--- src/rtl/mem_port_arbiter.sv ---
`default_nettype none
// ============================================================================
//  Module      : mem_port_arbiter
//  Description : Round-robin arbiter between the instruction port (m0) and the
//                LSU port (m1) for a single SRAM port. Decodes the SRAM
//                address window, drives the SRAM controls and returns a
//                registered one-cycle-latency response to the granted master.
//  Revision    : 1.0 - initial release
// ============================================================================
module mem_port_arbiter #(
   parameter int unsigned RAM_SIZE   = 32768,
   parameter int unsigned ADDR_WIDTH = $clog2(RAM_SIZE),
   parameter logic [31:0] BASE_ADDR  = 32'h1000_0000
) (
   input  logic                  clk,
   input  logic                  rst,
   // Instruction port (read-only)
   input  logic                  m0_req_i,
   input  logic [31:0]           m0_addr_i,
   output logic                  m0_gnt_o,
   output logic                  m0_rvalid_o,
   output logic [31:0]           m0_rdata_o,
   output logic                  m0_err_o,
   // LSU port
   input  logic                  m1_req_i,
   input  logic                  m1_we_i,
   input  logic [3:0]            m1_be_i,
   input  logic [31:0]           m1_addr_i,
   input  logic [31:0]           m1_wdata_i,
   output logic                  m1_gnt_o,
   output logic                  m1_rvalid_o,
   output logic [31:0]           m1_rdata_o,
   output logic                  m1_err_o,
   // SRAM port
   output logic                  mem_en_o,
   output logic [ADDR_WIDTH-1:0] mem_addr_o,
   output logic                  mem_we_o,
   output logic [3:0]            mem_be_o,
   output logic [31:0]           mem_wdata_o,
   input  logic [31:0]           mem_rdata_i
);

   // Round-robin pointer: 0 favours m1, 1 favours m0
   logic rr_q, rr_d;
   // Response registers for the transaction granted in the previous cycle
   logic rsp_valid_q, rsp_valid_d;
   logic rsp_owner_q, rsp_owner_d;
   logic rsp_err_q,   rsp_err_d;
   logic rsp_we_q,    rsp_we_d;

   logic        gnt0;
   logic        gnt1;
   logic        any_gnt;
   logic        contended;
   logic [31:0] sel_addr;
   logic        in_win;
   logic        en;
   logic        unused_addr_lsbs;

   // Combinational grant; contention resolved by the round-robin pointer
   always_comb begin
      gnt0      = 1'b0;
      gnt1      = 1'b0;
      contended = 1'b0;
      if (!rst) begin
         if (m0_req_i && m1_req_i) begin
            contended = 1'b1;
            gnt0      = rr_q;
            gnt1      = ~rr_q;
         end else begin
            gnt0 = m0_req_i;
            gnt1 = m1_req_i;
         end
      end
   end

   assign any_gnt          = gnt0 | gnt1;
   assign sel_addr         = gnt1 ? m1_addr_i : m0_addr_i;
   assign in_win           = (sel_addr[31:ADDR_WIDTH] == BASE_ADDR[31:ADDR_WIDTH]);
   assign en               = any_gnt & in_win;
   // Word-aligned SRAM addressing: the byte offset within a word is dropped
   assign unused_addr_lsbs = ^sel_addr[1:0];

   assign m0_gnt_o    = gnt0;
   assign m1_gnt_o    = gnt1;
   assign mem_en_o    = en;
   assign mem_addr_o  = en ? {sel_addr[ADDR_WIDTH-1:2], 2'b00} : '0;
   assign mem_we_o    = en & gnt1 & m1_we_i;
   assign mem_be_o    = en ? (gnt1 ? m1_be_i : 4'hF) : 4'h0;
   assign mem_wdata_o = (en & gnt1) ? m1_wdata_i : 32'h0;

   // Next-state: response loaded on every grant, cleared otherwise;
   // pointer flips to the loser only on a contended cycle
   always_comb begin
      rr_d        = rr_q;
      rsp_valid_d = any_gnt;
      rsp_owner_d = gnt1;
      rsp_err_d   = any_gnt & ~in_win;
      rsp_we_d    = gnt1 & m1_we_i;
      if (contended) begin
         rr_d = ~rr_q;
      end
   end

   // State registers; reset drops any outstanding response
   always_ff @(posedge clk or posedge rst) begin
      if (rst) begin
         rr_q        <= 1'b0;
         rsp_valid_q <= 1'b0;
         rsp_owner_q <= 1'b0;
         rsp_err_q   <= 1'b0;
         rsp_we_q    <= 1'b0;
      end else begin
         rr_q        <= rr_d;
         rsp_valid_q <= rsp_valid_d;
         rsp_owner_q <= rsp_owner_d;
         rsp_err_q   <= rsp_err_d;
         rsp_we_q    <= rsp_we_d;
      end
   end

   // Response steering: read data only for a successful read
   assign m0_rvalid_o = rsp_valid_q & ~rsp_owner_q;
   assign m1_rvalid_o = rsp_valid_q &  rsp_owner_q;
   assign m0_err_o    = m0_rvalid_o & rsp_err_q;
   assign m1_err_o    = m1_rvalid_o & rsp_err_q;
   assign m0_rdata_o  = (m0_rvalid_o & ~rsp_err_q & ~rsp_we_q) ? mem_rdata_i : 32'h0;
   assign m1_rdata_o  = (m1_rvalid_o & ~rsp_err_q & ~rsp_we_q) ? mem_rdata_i : 32'h0;

endmodule
`default_nettype wire

--- config.mk ---
export PLATFORM = sky130hd
export DESIGN_NAME = mem_port_arbiter
export DESIGN_NICKNAME = d
export VERILOG_FILES = /design/src/rtl/mem_port_arbiter.sv
export SDC_FILE = /design/constraint.sdc
export NUM_CORES = 1
export LEC_CHECK = 0
export BUFFER_PORTS_ARGS = -buffer_cell sky130_fd_sc_hd__buf_2
export CAP_MARGIN = 5
export CORE_AREA = 5 5 98 100
export DETAILED_ROUTE_END_ITERATION = 16
export DIE_AREA = 0 0 103 105
export GPL_ROUTABILITY_DRIVEN = 0
export GPL_TIMING_DRIVEN = 0
export HOLD_SLACK_MARGIN = 0.06
export PLACE_DENSITY = 0.64
export RECOVER_POWER = 25
export SKIP_CTS_REPAIR_TIMING = 1
export SYNTH_ARGS = -nofsm -noshare
export SYNTH_HDL_FRONTEND = slang
export SYNTH_SLANG_ARGS = --single-unit
export TNS_END_PERCENT = 10
--- constraint.sdc ---
create_clock -name clk -period 1.9 [get_ports clk]
set_input_delay 0.19 -clock clk [delete_from_list [all_inputs] [get_ports clk]]
set_output_delay 0.19 -clock clk [all_outputs]
set_load 0.01 [all_outputs]
==> results.py, run 1 <==
metrics = {
    "finish": {
        "antenna_cells": 0,
        "ff_latch_area_sq_um": 126,
        "drive_gt1_share_pct": 68.2,
        "areaGrowthSynthToFinish_pct": 114,
        "final_nets": 610,
        "final_cells": 580,
        "final_common_cell": "buf_2",
        "finish.utilization_pct": 34.9,
        "multi_input_area_sq_mm": 0.00120,
        "fin_area_sq_mm": 0.00300,
        "final_cell_mix": "buf_2, and2_1, nand2_1",
        "n_fill_cell": 893,
    },
    "sta": {
        "finalCritPeriodShare_pct": 101,
        "hold_viol": 3,
        "layout_setup_ws_ns": -0.0155,
        "post-route-min-period_ns": 1.92,
        "finalSetupViolations": 5,
        "rsz0062_at_grt": "true",
        "tns_ns": -0.0385,
        "fmax_ghz": 0.522,
        "holdWs_ns": -0.00411,
        "skew_ns": 0.00457,
        "maxSlewViolCount": 0,
    },
    "synth": {
        "netlist_area_sq_mm": 0.00141,
        "synth_seq_cells": 5,
        "synthFlopType": "dfrtp_1",
        "ys_async_sr_fraction_pct": 100,
        "synth-seq-area-share_pct": 8.90,
        "avgSynthCellArea_sq_um": 6.76,
        "yosysUniqueCellTypes": 34,
        "synth_edf_count": 0,
        "synth_cells": 208,
        "yosys_warnings": 0,
    },
    "worst_setup_path": {
        "crit_fanout": 10,
        "slowest_delay_ns": 0.44,
        "setup.worst_path.start": "rr_q",
        "critPathLaunchType": "flip-flop",
        "slowest_stage": "dfrtp_2",
        "worstPathArrival_ns": 1.73,
        "cp_num_buf_inv": 3,
        "r2r-start": "rr_q",
        "worstPathRequired_ns": 1.71,
        "crit_type": "reg2out",
        "path_delay_family": "compound AO/OA/AOI/OAI gates",
        "cp-end-kind": "output port",
        "crit_chain": "a2111oi_4 -> buf_6 -> o2bb2a_4 -> buf_8 -> a21oi_2 -> buf_2",
    },
    "floorplan": {
        "coreArea_sq_mm": 0.00859,
        "rows": 34,
        "pin_count": 260,
        "die_w_um": 103,
        "start_util_pct": 16.4,
        "die_area_sq_mm": 0.0108,
        "die_h_um": 105,
    },
    "global_routing": {
        "antenna_found_initial": 0,
        "busiest_layer": "met2",
        "grt_first_pass_wirelength_um": 11500,
        "use_met3_pct": 3.73,
        "met2_usage_pct": 28.2,
        "grt_pass1_vias": 2418,
        "grtUsageTotal_pct": 13.2,
        "overflow": 0,
        "use_met1_pct": 11.7,
        "grt_max_degree": 12,
    },
    "route": {
        "drt_iter0_drc": 50,
        "routed_wl_um": 8150,
        "avgRoutedWirePerCell_um": 14.1,
        "ant_nets": 0,
        "vias": 2458,
        "first_pass_iters": 4,
        "routed_via_density": 4.24,
        "drc": 0,
    },
    "place": {
        "placedCellCount": 570,
        "place_ws_ns": -0.101,
        "placed_cell_area_sq_mm": 0.00281,
        "io_buffers": 253,
        "place_hpwl_um": 7360,
    },
    "clocking": {
        "clock_path_buffers": 2,
        "numCtsBuffers": 3,
        "root_buffer": "clkbuf_8",
        "clock_latency_ns": 0.22,
        "cts_tree": "built",
        "cts.sinks": 5,
        "clk_pin_slew_ns": 0.04,
        "htreeDepth": 1,
    },
    "run_status": {
        "status": "complete, but fails checks",
        "failed_checks": "hold timing, setup timing",
    },
    "run": {
        "cap_violations": 0,
    },
    "power_and_ir_drop": {
        "ir_drop_uv": 164,
        "power_density_mw_per_mm2": 280,
        "leakagePower_nw": 2.00,
    },
    "hold_path": {
        "hold_class": "in2async",
    },
}
## cell usage after synthesis (2+ instances only)
| library cell | instances | area share, % |
|---|---|---|
| nand2_1 | 26 | 6.9 |
| buf_4 | 4 | 2.1 |
| a21oi_2 | 9 | 5.6 |
| nor4_1 | 6 | 2.7 |
| inv_1 | 6 | 1.6 |
| and2_1 | 67 | 30 |
| o21a_1 | 4 | 2.1 |
| nor3b_1 | 2 | 1.1 |
| nor2_1 | 4 | 1.1 |
| and3_2 | 21 | 11 |
| dfrtp_1 | 5 | 8.9 |
| clkbuf_2 | 3 | 1.1 |
| a21oi_1 | 4 | 1.4 |
| buf_2 | 2 | 0.71 |
| clkbuf_1 | 9 | 2.4 |
| nor4b_1 | 2 | 1.2 |
| and3_1 | 17 | 7.6 |
## cells by family (layout without fill, tap and decap cells)
family,Yosys count,in the layout,synth area share (%)
AND/OR/NAND/NOR,153,153,65.8
other,1,2,0.267
flip-flops,5,5,8.90
AO/OA/AOI/OAI,23,23,15.7
buffers and inverters,25,288,8.72
XOR/XNOR,1,1,0.623
## registers in the layout, summed over array words and instances, names as in the netlist
name	count
rr_q	1
rsp_we_q	1
rsp_owner_q	1
rsp_valid_q	1
rsp_err_q	1
## final cells by class
cell class,instances,area share (%)
Multi-Input combinational cell,179,39.9
Buffer,19,4.38
Timing Repair Buffer,259,44.7
Clock buffer,4,1.50
Inverter,6,0.833
Sequential cell,5,4.21
Tap cell,108,4.50
## worst register-to-register path, cell delays in order (launching register included)
cell	delay, ns
dfrtp_2	0.44
a21bo_2	0.22
nand2b_4	0.17
inv_4	0.08
nor2_2	0.07
a2111oi_2	0.41
## per-stage QoR
stage | hold slack [ns] | power [W]
global placement | 0.220 | 0.000573
floorplan | 0.0168 | 0.000344
CTS | -0.00769 | 0.000783
finish | -0.00411 | 0.000842
global route | 0.0221 | 0.000911
detailed placement | 0.226 | 0.000584
## routing by layer
metal / part of all wire (%) / vias to the layer above
met3: 13 / 6
met5: 0 / -
met4: 0.93 / 0
li1: - / 1225
met1: 30 / 1067
met2: 56 / 160
## power by group
part / switching (W) / total [W] / internal, W / leakage (nW)
registers: 0.0000291 / 0.000156 / 0.000127 / 0.0620
logic: 0.000225 / 0.000493 / 0.000268 / 1.91
clock network: 0.0000491 / 0.000193 / 0.000144 / 0.0228
total: 0.000304 / 0.000842 / 0.000538 / 2.00
## path summary, 6_finish.rpt
path	end	slack, ns	cells after the start
hold reg to reg	rr_q	0.65	2
setup reg to reg	rsp_err_q	0.39	5
min in group clk	rsp_we_q	0.21	2
hold / removal	rsp_owner_q	-0.004	2
max in group asynchronous	rr_q	1.65	2
setup / recovery	mem_addr_o[6]	-0.02	6
Note: power is estimated with default switching activity, not from simulation.
==> run 2: changes to the inputs <==
Settings changed: PLACE_DENSITY 0.64 to 0.52, RECOVER_POWER 25 to 50.
==> results.py, run 2 (synthesized netlist as in run 1, its figures left out) <==
metrics = {
    "run_status": {
        "status": "complete, but fails checks",
        "failed_checks": "setup timing",
    },
    "clocking": {
        "cts.sinks": 5,
        "clock_latency_ns": 0.22,
        "cts_tree": "built",
        "root_buffer": "clkbuf_8",
        "htreeDepth": 1,
        "clock_path_buffers": 2,
        "numCtsBuffers": 3,
        "clk_pin_slew_ns": 0.04,
    },
    "floorplan": {
        "start_util_pct": 16.4,
        "pin_count": 260,
        "coreArea_sq_mm": 0.00859,
        "die_h_um": 105,
        "rows": 34,
        "die_area_sq_mm": 0.0108,
        "die_w_um": 103,
    },
    "finish": {
        "areaGrowthSynthToFinish_pct": 112,
        "drive_gt1_share_pct": 68.5,
        "n_fill_cell": 923,
        "fin_area_sq_mm": 0.00298,
        "antenna_cells": 0,
        "final_nets": 611,
        "ff_latch_area_sq_um": 126,
        "final_common_cell": "buf_2",
        "multi_input_area_sq_mm": 0.00119,
        "final_cell_mix": "buf_2, and2_1, nand2_1",
    },
    "route": {
        "first_pass_iters": 4,
        "vias": 2451,
        "routed_via_density": 4.22,
        "drc": 0,
        "avgRoutedWirePerCell_um": 14.2,
        "ant_nets": 0,
        "routed_wl_um": 8280,
        "drt_iter0_drc": 69,
    },
    "worst_setup_path": {
        "cp-end-kind": "output port",
        "slowest_delay_ns": 0.44,
        "crit_chain": "a2111oi_4 -> buf_4 -> o2bb2a_4 -> buf_12 -> a21oi_2 -> buf_2",
        "cp_num_buf_inv": 3,
        "crit_type": "reg2out",
        "worstPathArrival_ns": 1.73,
        "slowest_stage": "dfrtp_2",
        "critPathLaunchType": "flip-flop",
        "crit_fanout": 10,
        "worstPathRequired_ns": 1.71,
        "path_delay_family": "compound AO/OA/AOI/OAI gates",
    },
    "sta": {
        "layout_setup_ws_ns": -0.0202,
        "skew_ns": 0.00355,
        "hold_viol": 0,
        "holdWs_ns": 0.00123,
        "finalCritPeriodShare_pct": 101,
        "rsz0062_at_grt": "true",
        "post-route-min-period_ns": 1.92,
        "finalSetupViolations": 9,
        "maxSlewViolCount": 0,
        "fmax_ghz": 0.521,
    },
    "place": {
        "place_ws_ns": -0.101,
        "place_hpwl_um": 7400,
        "io_buffers": 253,
        "placed_cell_area_sq_mm": 0.00281,
    },
    "power_and_ir_drop": {
        "seq_power_share_pct": 18.6,
        "p_comb_share_pct": 57.9,
        "switching_share_pct": 36.1,
        "leakagePower_nw": 2.01,
        "power_density_mw_per_mm2": 279,
        "ir_drop_uv": 135,
        "clock_power_share_pct": 23.5,
        "switchingPower_w": 0.000301,
        "cell_internal_pwr_w": 0.000532,
    },
    "global_routing": {
        "antenna_found_initial": 0,
        "use_met3_pct": 3.60,
        "grt_max_degree": 12,
        "use_met1_pct": 11.9,
        "overflow": 0,
        "grtUsageTotal_pct": 13.5,
        "grt_pass1_vias": 2420,
        "busiest_layer": "met2",
        "met2_usage_pct": 28.8,
        "grt_first_pass_wirelength_um": 11600,
    },
    "hold_path": {
        "hold_class": "in2async",
    },
    "run": {
        "cap_violations": 0,
    },
}
==> run 2: cell count changes in the layout (fill, tap and decap cells not counted), sizes merged <==
cell and change:
clkbuf -5, buf +6
==> run 2: worst reg2reg max path, delay by kind of cell, from the launching register on <==
family                 cells  cell delay (ns)
buffers and inverters      1             0.07
flip-flops                 1             0.44
AND/OR/NAND/NOR            2             0.27
AO/OA/AOI/OAI              2             0.61
==> run 2: final timing paths <==
check / startpoint / end / slack [ns] / cells after the start
max: rr_q / mem_addr_o[12] / -0.02 / 6
min: rst / rsp_owner_q / 0.001 / 2
max reg2reg: rr_q / rsp_err_q / 0.40 / 5
min reg2reg: rr_q / rr_q / 0.64 / 2
max in group asynchronous: rst / rr_q / 1.63 / 2
min in group clk: m1_we_i / rsp_we_q / 0.20 / 2
==> run 2: layout make-up <==
class                   count  share of cell area, %
repair buffers            260                   44.3
multi-input cells         179                   39.7
plain buffers              19                   4.91
well taps                 108                   4.53
flip-flops and latches      5                   4.23
clock buffers               4                   1.51
inverters                   6                  0.755
==> run 2: power groups by stage <==
stage	logic, W	registers, W	clock network [W]
finish	0.000482	0.000155	0.000196
global route	0.000532	0.000159	0.000213
CTS	0.000431	0.000152	0.000207
detailed placement	0.000431	0.000152	0
global placement	0.000425	0.000152	0
floorplan	0.000198	0.000147	0
==> run 2: stage by stage <==
stage	cells	power [W]	setup TNS, ns	utilization (%)
2_1_floorplan	209	0.000344	0	-
6_report	581	0.000833	-0.145	34.7
4_1_cts	574	0.000789	-22.45	33.2
3_3_place_gp	570	0.000577	-1.12	32.7
5_1_grt	581	0.000904	-2.88	34.7
3_5_place_dp	570	0.000583	-1.95	32.7
==> run 2: per-layer routing <==
layer / vias up / routed length, um
met1: 1055 / 2480
met5: - / 0
met2: 162 / 4670
met4: 0 / 121
met3: 10 / 1010
li1: 1224 / -
